===== config.mk =====
export PLATFORM = sky130hd
export DESIGN_NAME = regfile_writeback
export DESIGN_NICKNAME = d
export VERILOG_FILES = /design/src/rtl/regfile_writeback.sv
export SDC_FILE = /design/constraint.sdc
export NUM_CORES = 1
export LEC_CHECK = 0
export ABC_AREA = 1
export CORE_MARGIN = 3
export CORE_UTILIZATION = 55
export DETAILED_ROUTE_END_ITERATION = 8
export PLACE_DENSITY_LB_ADDON = 0.1
export SETUP_SLACK_MARGIN = 0.15
export SLEW_MARGIN = 25
export SYNTH_ARGS = -nofsm -noshare
export SYNTH_HDL_FRONTEND = slang
export SYNTH_SLANG_ARGS = --single-unit

===== constraint.sdc =====
create_clock -name clk -period 4.1 [get_ports clk]
set_clock_uncertainty 0.05 [all_clocks]
set_input_delay 0.615 -clock clk [delete_from_list [all_inputs] [get_ports clk]]
set_output_delay 0.615 -clock clk [all_outputs]
set_load 0.1 [all_outputs]

===== src/rtl/regfile_writeback.sv =====
// Register-file write front end: buffers ALU and load results, extends loads,
// and arbitrates both sources onto the single register-file write port.
module regfile_writeback_fifo #(
    parameter int W     = 37,
    parameter int DEPTH = 2
) (
    input  logic         clk,
    input  logic         rst_n,
    input  logic         push,
    input  logic [W-1:0] din,
    input  logic         pop,
    output logic [W-1:0] dout,
    output logic         full,
    output logic         empty
);
    localparam int AW = (DEPTH > 1) ? $clog2(DEPTH) : 1;
    localparam int CW = AW + 1;

    logic [W-1:0]  mem [DEPTH];
    logic [AW-1:0] wr_ptr;
    logic [AW-1:0] rd_ptr;
    logic [CW-1:0] count;
    logic          do_push;
    logic          do_pop;

    // A full FIFO refuses a push even when it pops in the same cycle.
    assign full    = (count == CW'(DEPTH));
    assign empty   = (count == '0);
    assign do_push = push && !full;
    assign do_pop  = pop && !empty;
    assign dout    = mem[rd_ptr];

    always_ff @(posedge clk or negedge rst_n) begin
        if (!rst_n) begin
            wr_ptr <= '0;
            rd_ptr <= '0;
            count  <= '0;
        end else begin
            if (do_push) wr_ptr <= wr_ptr + AW'(1);
            if (do_pop)  rd_ptr <= rd_ptr + AW'(1);
            count <= count + CW'(do_push) - CW'(do_pop);
        end
    end

    always_ff @(posedge clk) begin
        if (do_push) mem[wr_ptr] <= din;
    end
endmodule

module regfile_writeback #(
    parameter int XLEN       = 32,
    parameter int DEPTH      = 2,
    parameter int STARVE_MAX = 4
) (
    input  logic            clk,
    input  logic            rst_n,
    input  logic            alu_valid,
    output logic            alu_ready,
    input  logic [4:0]      alu_rd,
    input  logic [XLEN-1:0] alu_data,
    input  logic            lsu_valid,
    output logic            lsu_ready,
    input  logic [4:0]      lsu_rd,
    input  logic [XLEN-1:0] lsu_data,
    input  logic [2:0]      lsu_funct3,
    input  logic [1:0]      lsu_addr_lo,
    output logic            rf_we,
    output logic [4:0]      rf_wa,
    output logic [XLEN-1:0] rf_wd,
    output logic            busy
);
    localparam int W  = 5 + XLEN;
    localparam int SW = $clog2(STARVE_MAX + 1);
    localparam logic [SW-1:0] SMAX = SW'(STARVE_MAX);

    logic [7:0]      ld_byte;
    logic [15:0]     ld_half;
    logic [XLEN-1:0] lsu_ext;

    assign ld_byte = lsu_data[{lsu_addr_lo, 3'b000} +: 8];
    assign ld_half = lsu_data[{lsu_addr_lo[1], 4'b0000} +: 16];

    always_comb begin
        lsu_ext = lsu_data;
        unique case (lsu_funct3)
            3'b000:  lsu_ext = {{(XLEN-8){ld_byte[7]}}, ld_byte};
            3'b100:  lsu_ext = {{(XLEN-8){1'b0}}, ld_byte};
            3'b001:  lsu_ext = {{(XLEN-16){ld_half[15]}}, ld_half};
            3'b101:  lsu_ext = {{(XLEN-16){1'b0}}, ld_half};
            default: lsu_ext = lsu_data;
        endcase
    end

    logic [W-1:0] alu_head;
    logic [W-1:0] lsu_head;
    logic         alu_full;
    logic         alu_empty;
    logic         lsu_full;
    logic         lsu_empty;
    logic         pick_alu;
    logic         pick_lsu;
    logic [SW-1:0] starve;

    regfile_writeback_fifo #(.W(W), .DEPTH(DEPTH)) u_alu_fifo (
        .clk   (clk),
        .rst_n (rst_n),
        .push  (alu_valid),
        .din   ({alu_rd, alu_data}),
        .pop   (pick_alu),
        .dout  (alu_head),
        .full  (alu_full),
        .empty (alu_empty)
    );

    regfile_writeback_fifo #(.W(W), .DEPTH(DEPTH)) u_lsu_fifo (
        .clk   (clk),
        .rst_n (rst_n),
        .push  (lsu_valid),
        .din   ({lsu_rd, lsu_ext}),
        .pop   (pick_lsu),
        .dout  (lsu_head),
        .full  (lsu_full),
        .empty (lsu_empty)
    );

    assign alu_ready = !alu_full;
    assign lsu_ready = !lsu_full;

    // LSU has priority; a starved ALU is forced through once.
    assign pick_alu = !alu_empty && (lsu_empty || starve == SMAX);
    assign pick_lsu = !lsu_empty && !pick_alu;

    always_ff @(posedge clk or negedge rst_n) begin
        if (!rst_n) begin
            starve <= '0;
        end else if (alu_empty || pick_alu) begin
            starve <= '0;
        end else if (starve != SMAX) begin
            starve <= starve + SW'(1);
        end
    end

    always_ff @(posedge clk or negedge rst_n) begin
        if (!rst_n) begin
            rf_we <= 1'b0;
            rf_wa <= '0;
            rf_wd <= '0;
        end else if (pick_alu) begin
            rf_we <= (alu_head[W-1 -: 5] != 5'd0);
            rf_wa <= alu_head[W-1 -: 5];
            rf_wd <= alu_head[XLEN-1:0];
        end else if (pick_lsu) begin
            rf_we <= (lsu_head[W-1 -: 5] != 5'd0);
            rf_wa <= lsu_head[W-1 -: 5];
            rf_wd <= lsu_head[XLEN-1:0];
        end else begin
            rf_we <= 1'b0;
        end
    end

    assign busy = !alu_empty || !lsu_empty || rf_we;
endmodule


Word-level counts from Yosys, hierarchy flattened:

Memories as Yosys holds them, arrays and structs flattened.
Index checks and enable logic that the tools add are counted.

* flip-flop bits (word level): 49
* word-level logic and storage cells: 65
* output and inout bits: 41
* RAM bits: 148
* bits of input ports: 83
* memories kept: 2

* multiplexer cells: 13
* reductions and logical operators: 22
* $add $sub $neg: 9
* shifts and indexed selects: 2
* equal/unequal tests: 7

Memories
* u_alu_fifo.mem: depth 2, bits a word 37, read ports 1, clocked after Yosys merged registers in 0, write ports 1, RTL line 19 `logic [W-1:0] mem [DEPTH];`
* u_lsu_fifo.mem: depth 2, bits a word 37, read ports 1, clocked after Yosys merged registers in 0, write ports 1, RTL line 19

Operators with widths (number)
* $pmux W32 S4: 1
* $mux W32: 2
* $shiftx A32 B6 Y16: 1
* $shiftx A32 B6 Y8: 1
* $mux W5: 2
* $reduce_bool A5 Y1: 2
* $eq A3 B3 Y1 const B: 3
* $logic_and A1 B1 Y1: 6
* $mux W1: 6
* $mux W3: 2
* $logic_not A1 Y1: 5
* $add A1 B1 Y1 const B: 4
* $add A2 B1 Y2: 2
* $eq A2 B2 Y1 const B: 2
* $logic_not A2 Y1: 2
* $logic_or A1 B1 Y1: 4
* $reduce_bool A2 Y1: 2
* $sub A2 B1 Y2: 2
* $add A3 B1 Y3 const B: 1
* $eq A3 B1 Y1 const B: 1
* $logic_not A3 Y1: 1
* $ne A3 B3 Y1 const B: 1

Logic depth before layout (Yosys ltp):

* word-level depth: 7
* depth in mapped cells: 11
* mapped depth without buffers: 11

Hierarchy:

Synthesis repeated with hierarchy kept, for this count alone.

* cell total of the unflattened synthesis: 862
* area total of the unflattened synthesis: 8730.9 µm²

Modules (own cells, without submodules)
* regfile_writeback_fifo: area each 2942.8 µm², times used 2, sequential area each 2322.2 µm², cells each 227
* regfile_writeback: area each 2845.2 µm², times used 1, sequential area each 1026.0 µm², cells each 408

Worst setup path after synthesis:

Ideal clock, no wire load.

* path type: reg-to-reg
* start: reg u_alu_fifo.count[0]
* end: mem u_alu_fifo.mem[1][0] (enable)
* path buffers: 0
* arrival time: 2.931 ns
* library setup time: 0.433 ns
* clock period less this slack: 3.413 ns
* data required time: 3.617 ns
* stages on the path, launching flop included: 5
* slack: 0.687 ns
* cell sequence: dfrtp_1 > inv_1 > nand2_1 > nand2_1 > nor2_1

* cells in the longest elaborated chain, start to end: 5

Ends and longest elaborated chain
* start: declaration: RTL line 22 `logic [CW-1:0] count;`
* start signal: assignment: RTL line 41 `count <= count + CW'(do_push) - CW'(do_pop);`
* $eq A2 B2 Y1: RTL line 27 `assign full = (count == CW'(DEPTH));`
* $logic_not A1 Y1
* via alu_ready: RTL line 58 `output logic alu_ready,`
* $logic_and A1 B1 Y1: RTL line 29 `assign do_push = push && !full;`
* $mux W1: RTL line 46 `if (do_push) mem[wr_ptr] <= din;`
* $mux W1 (implied by the code): RTL line 46
* end: declaration: RTL line 19

The timed path passes the listed nets, and every way through them passes these cells.

Worst setup path in the final report:

* start: reg u_alu_fifo.count[1]
* end: out busy

* cells in the longest elaborated chain, start to end: 4

Ends and longest elaborated chain
* $logic_not A2 Y1: RTL line 28 `assign empty = (count == '0);`
* $logic_not A1 Y1: RTL line 161 `assign busy = !alu_empty || !lsu_empty || rf_we;`
* $logic_or A1 B1 Y1 (2 in series): RTL line 161
* end: declaration: RTL line 70 `output logic busy`

No other way between the ends.

==> metrics.cfg <==
[sta]
fmax_mhz=347.9
finalCriticalPeriod_ns=2.874
rsz0062_at_grt=false
finalSetupTns_ns=0
post-route-period-util=0.7011
timing.slew.headroom=0.3434
final-hold-violation-count=0
timing.hold.ws_ns=0.2561
setup_viol=0
setup_ws_ns=1.226
tightestPinTransition_ns=0.9818
drv_slew=0

[routing]
remaining_drc_errors=0
first_pass_iters=5
routed_wl_mm=19.74
vias_per_cell=5.374
detail-route-antenna-nets=0
vias=6142
drt_iter0_markers=398
wl_per_cell_um=17.27

[clock_network]
clk_path_buf_depth=2
insertion_delay_ns=0.43
htreeDepth=4
cts_buffers=17
cts-resized-gates=0
hold_buffers=0
postCtsSetupRepairBufs=0
cts.clk_slew.worst_paths_ns=0.07
cts_sinks=197
tritoncts=done
cts-root-buf=clkbuf_16

[yosys]
synth_warnings=0
ys_seq_area_frac=0.6497
synth_top_area_frac=0.5092
avgSynthCellArea_um2=10.79
ys_ff_latch=197
syn_inst=809
synth_area_um2=8727
synth_nets=898
ys_types=34
yosys.area.top_type=edfxtp_1
synth.area.top_cells=edfxtp_1 (51%), dfrtp_1 (14%), nand2_1 (12%)

[setup_path]
worstSetupStartpointType=register
worst_setup_path_end_kind=output port
worst-path-max-fanout=39
crit_path_top_delay_cell=nand2_2
rr_endpoint=u_lsu_fifo.count[1]
crit_type=reg2out
reg2reg_from=starve[0]
r2r_cells=11
critPathArrivalTime_ns=2.21
cp_top_family=simple AND/OR/NAND/NOR gates
cp.depth=4
cpPeakStageDelay_ns=0.50
critPathRequiredTime_ns=3.43
r2r_slack_ns=1.52
worstPathCellList=nor2_4, nand2_2, or2_1, buf_4
path_buf_inv=1

[floorplan]
die_x_um=132.0
die_y_um=132.0
dieArea_um2=17410
rows=45
io_pins=124
core_um2=15370
initial_core_util=0.5678

[layout]
mostFrequentLayoutCells=nand2_1 (284), edfxtp_1 (148), clkdlybuf4s50_1 (121), dfrtp_1 (48), nand3_1 (44)
fillers=1157
register_area_um2=5672
multi_input_area_um2=2643
final_common_cell=nand2_1
area_growth_pct=21.79
drive_gt1_frac=0.1094
finish.utilization=0.6915
n_antenna_cell=0
design_area_um2=10630
final_nets=1008

[grt]
overflow=0
grt_max_degree=50
grt_pass1_wl_mm=31.97
track_usage=0.2339
antenna_found_initial=0
first_global_vias=6104

[status]
outcome=finished, final reports clean

[placed_design]
postPlaceCellArea_um2=10050
dp_hpwl_mm=13.35
gp_congestion=0.8700
port_buffers=123
place_ws_ns=1.496

[run]
max-cap-violations=0

[power]
power_density_nw_per_um2=835.0
p_leak_nw=4.349
vdd_drop_max_uv=564.4

[hold_path]
hold_path_class=in2async

==> final cells by class <==
type | count | area share
clock buffers | 19 | 0.04073
clock inverters | 13 | 0.01142
inverters | 44 | 0.01554
multi-input cells | 527 | 0.2486
flip-flops and latches | 197 | 0.5336
well taps | 211 | 0.02484
repair buffers | 132 | 0.1253
==> Yosys cell counts (all sizes together) <==
library cell	number
clkinv	1
o21a	2
nor2	28
nor3b	1
o21ai	49
xor2	2
nor3	2
o211ai	4
ha	6
edfxtp	148
nand3	65
nand4	32
buf	31
xnor2	5
inv	43
nand2	294
clkbuf	10
dfrtp	49
or2	37
==> layer usage <==
layer  track usage  up-vias  wire, um
li1              -     2942         -
met1        0.3414     2945      9052
met2        0.3555      230      9022
met3       0.05115       25      1380
met4       0.07176        0       283
met5             0        -         0
==> metrics by stage <==
step           power, W  std cells
6_report       0.008875       1143
4_1_cts        0.008919       1142
3_3_place_gp   0.007234       1109
5_1_grt        0.009395       1143
3_5_place_dp   0.007340       1110
2_1_floorplan  0.006289        809
==> state kept, by name, indices dropped and copies added (netlist names) <==
register	count
u_alu_fifo.mem	74
u_alu_fifo.count	2
starve	3
u_lsu_fifo.count	2
u_lsu_fifo.mem	74
u_alu_fifo.rd_ptr	1
u_lsu_fifo.rd_ptr	1
rf_wd	32
u_lsu_fifo.wr_ptr	1
rf_we	1
u_alu_fifo.wr_ptr	1
rf_wa	5
==> how the worst max path moves through the flow <==
stage                            endpoint                start  slack, ns
finish                               busy  u_alu_fifo.count[1]       1.23
global route                         busy  u_alu_fifo.count[1]       1.07
CTS                                  busy  u_alu_fifo.count[1]       1.21
detailed placement  u_alu_fifo.mem[1][22]            alu_valid       1.50
global placement    u_alu_fifo.mem[1][18]            alu_valid       1.53
floorplan            u_alu_fifo.mem[1][0]  u_alu_fifo.count[0]       0.69
==> kinds of logic (layout without fill, tap and decap cells) <==
logic type / after synthesis / count (layout) / share of synthesized area
and+or+nand+nor: 459 / 459 / 0.2500
xor gates and xnor gates: 7 / 7 / 0.007025
DFF: 197 / 197 / 0.6497
AOI/OAI and AO/OA: 55 / 55 / 0.03369
adders and majority gates: 6 / 6 / 0.008602
buffers and inverters: 85 / 208 / 0.05089
==> where the power goes <==
group,internal (W),switching [W],leakage (nW)
clock,0.000847,0.000729,0.268
sequential,0.00283,0.000301,1.95
combinational,0.00108,0.00308,2.14
total,0.00476,0.00411,4.35
==> worst register-to-register path, cell delays in order, from the launching register on <==
cell	delay, ns
dfrtp_1	0.41
inv_1	0.07
ha_1	0.13
nand2_1	0.08
nand2_4	0.36
nand2_4	0.39
nand2_1	0.23
clkinv_1	0.11
ha_1	0.29
inv_1	0.04
ha_1	0.20
xnor2_1	0.12
(Power assumes the default switching activity.)
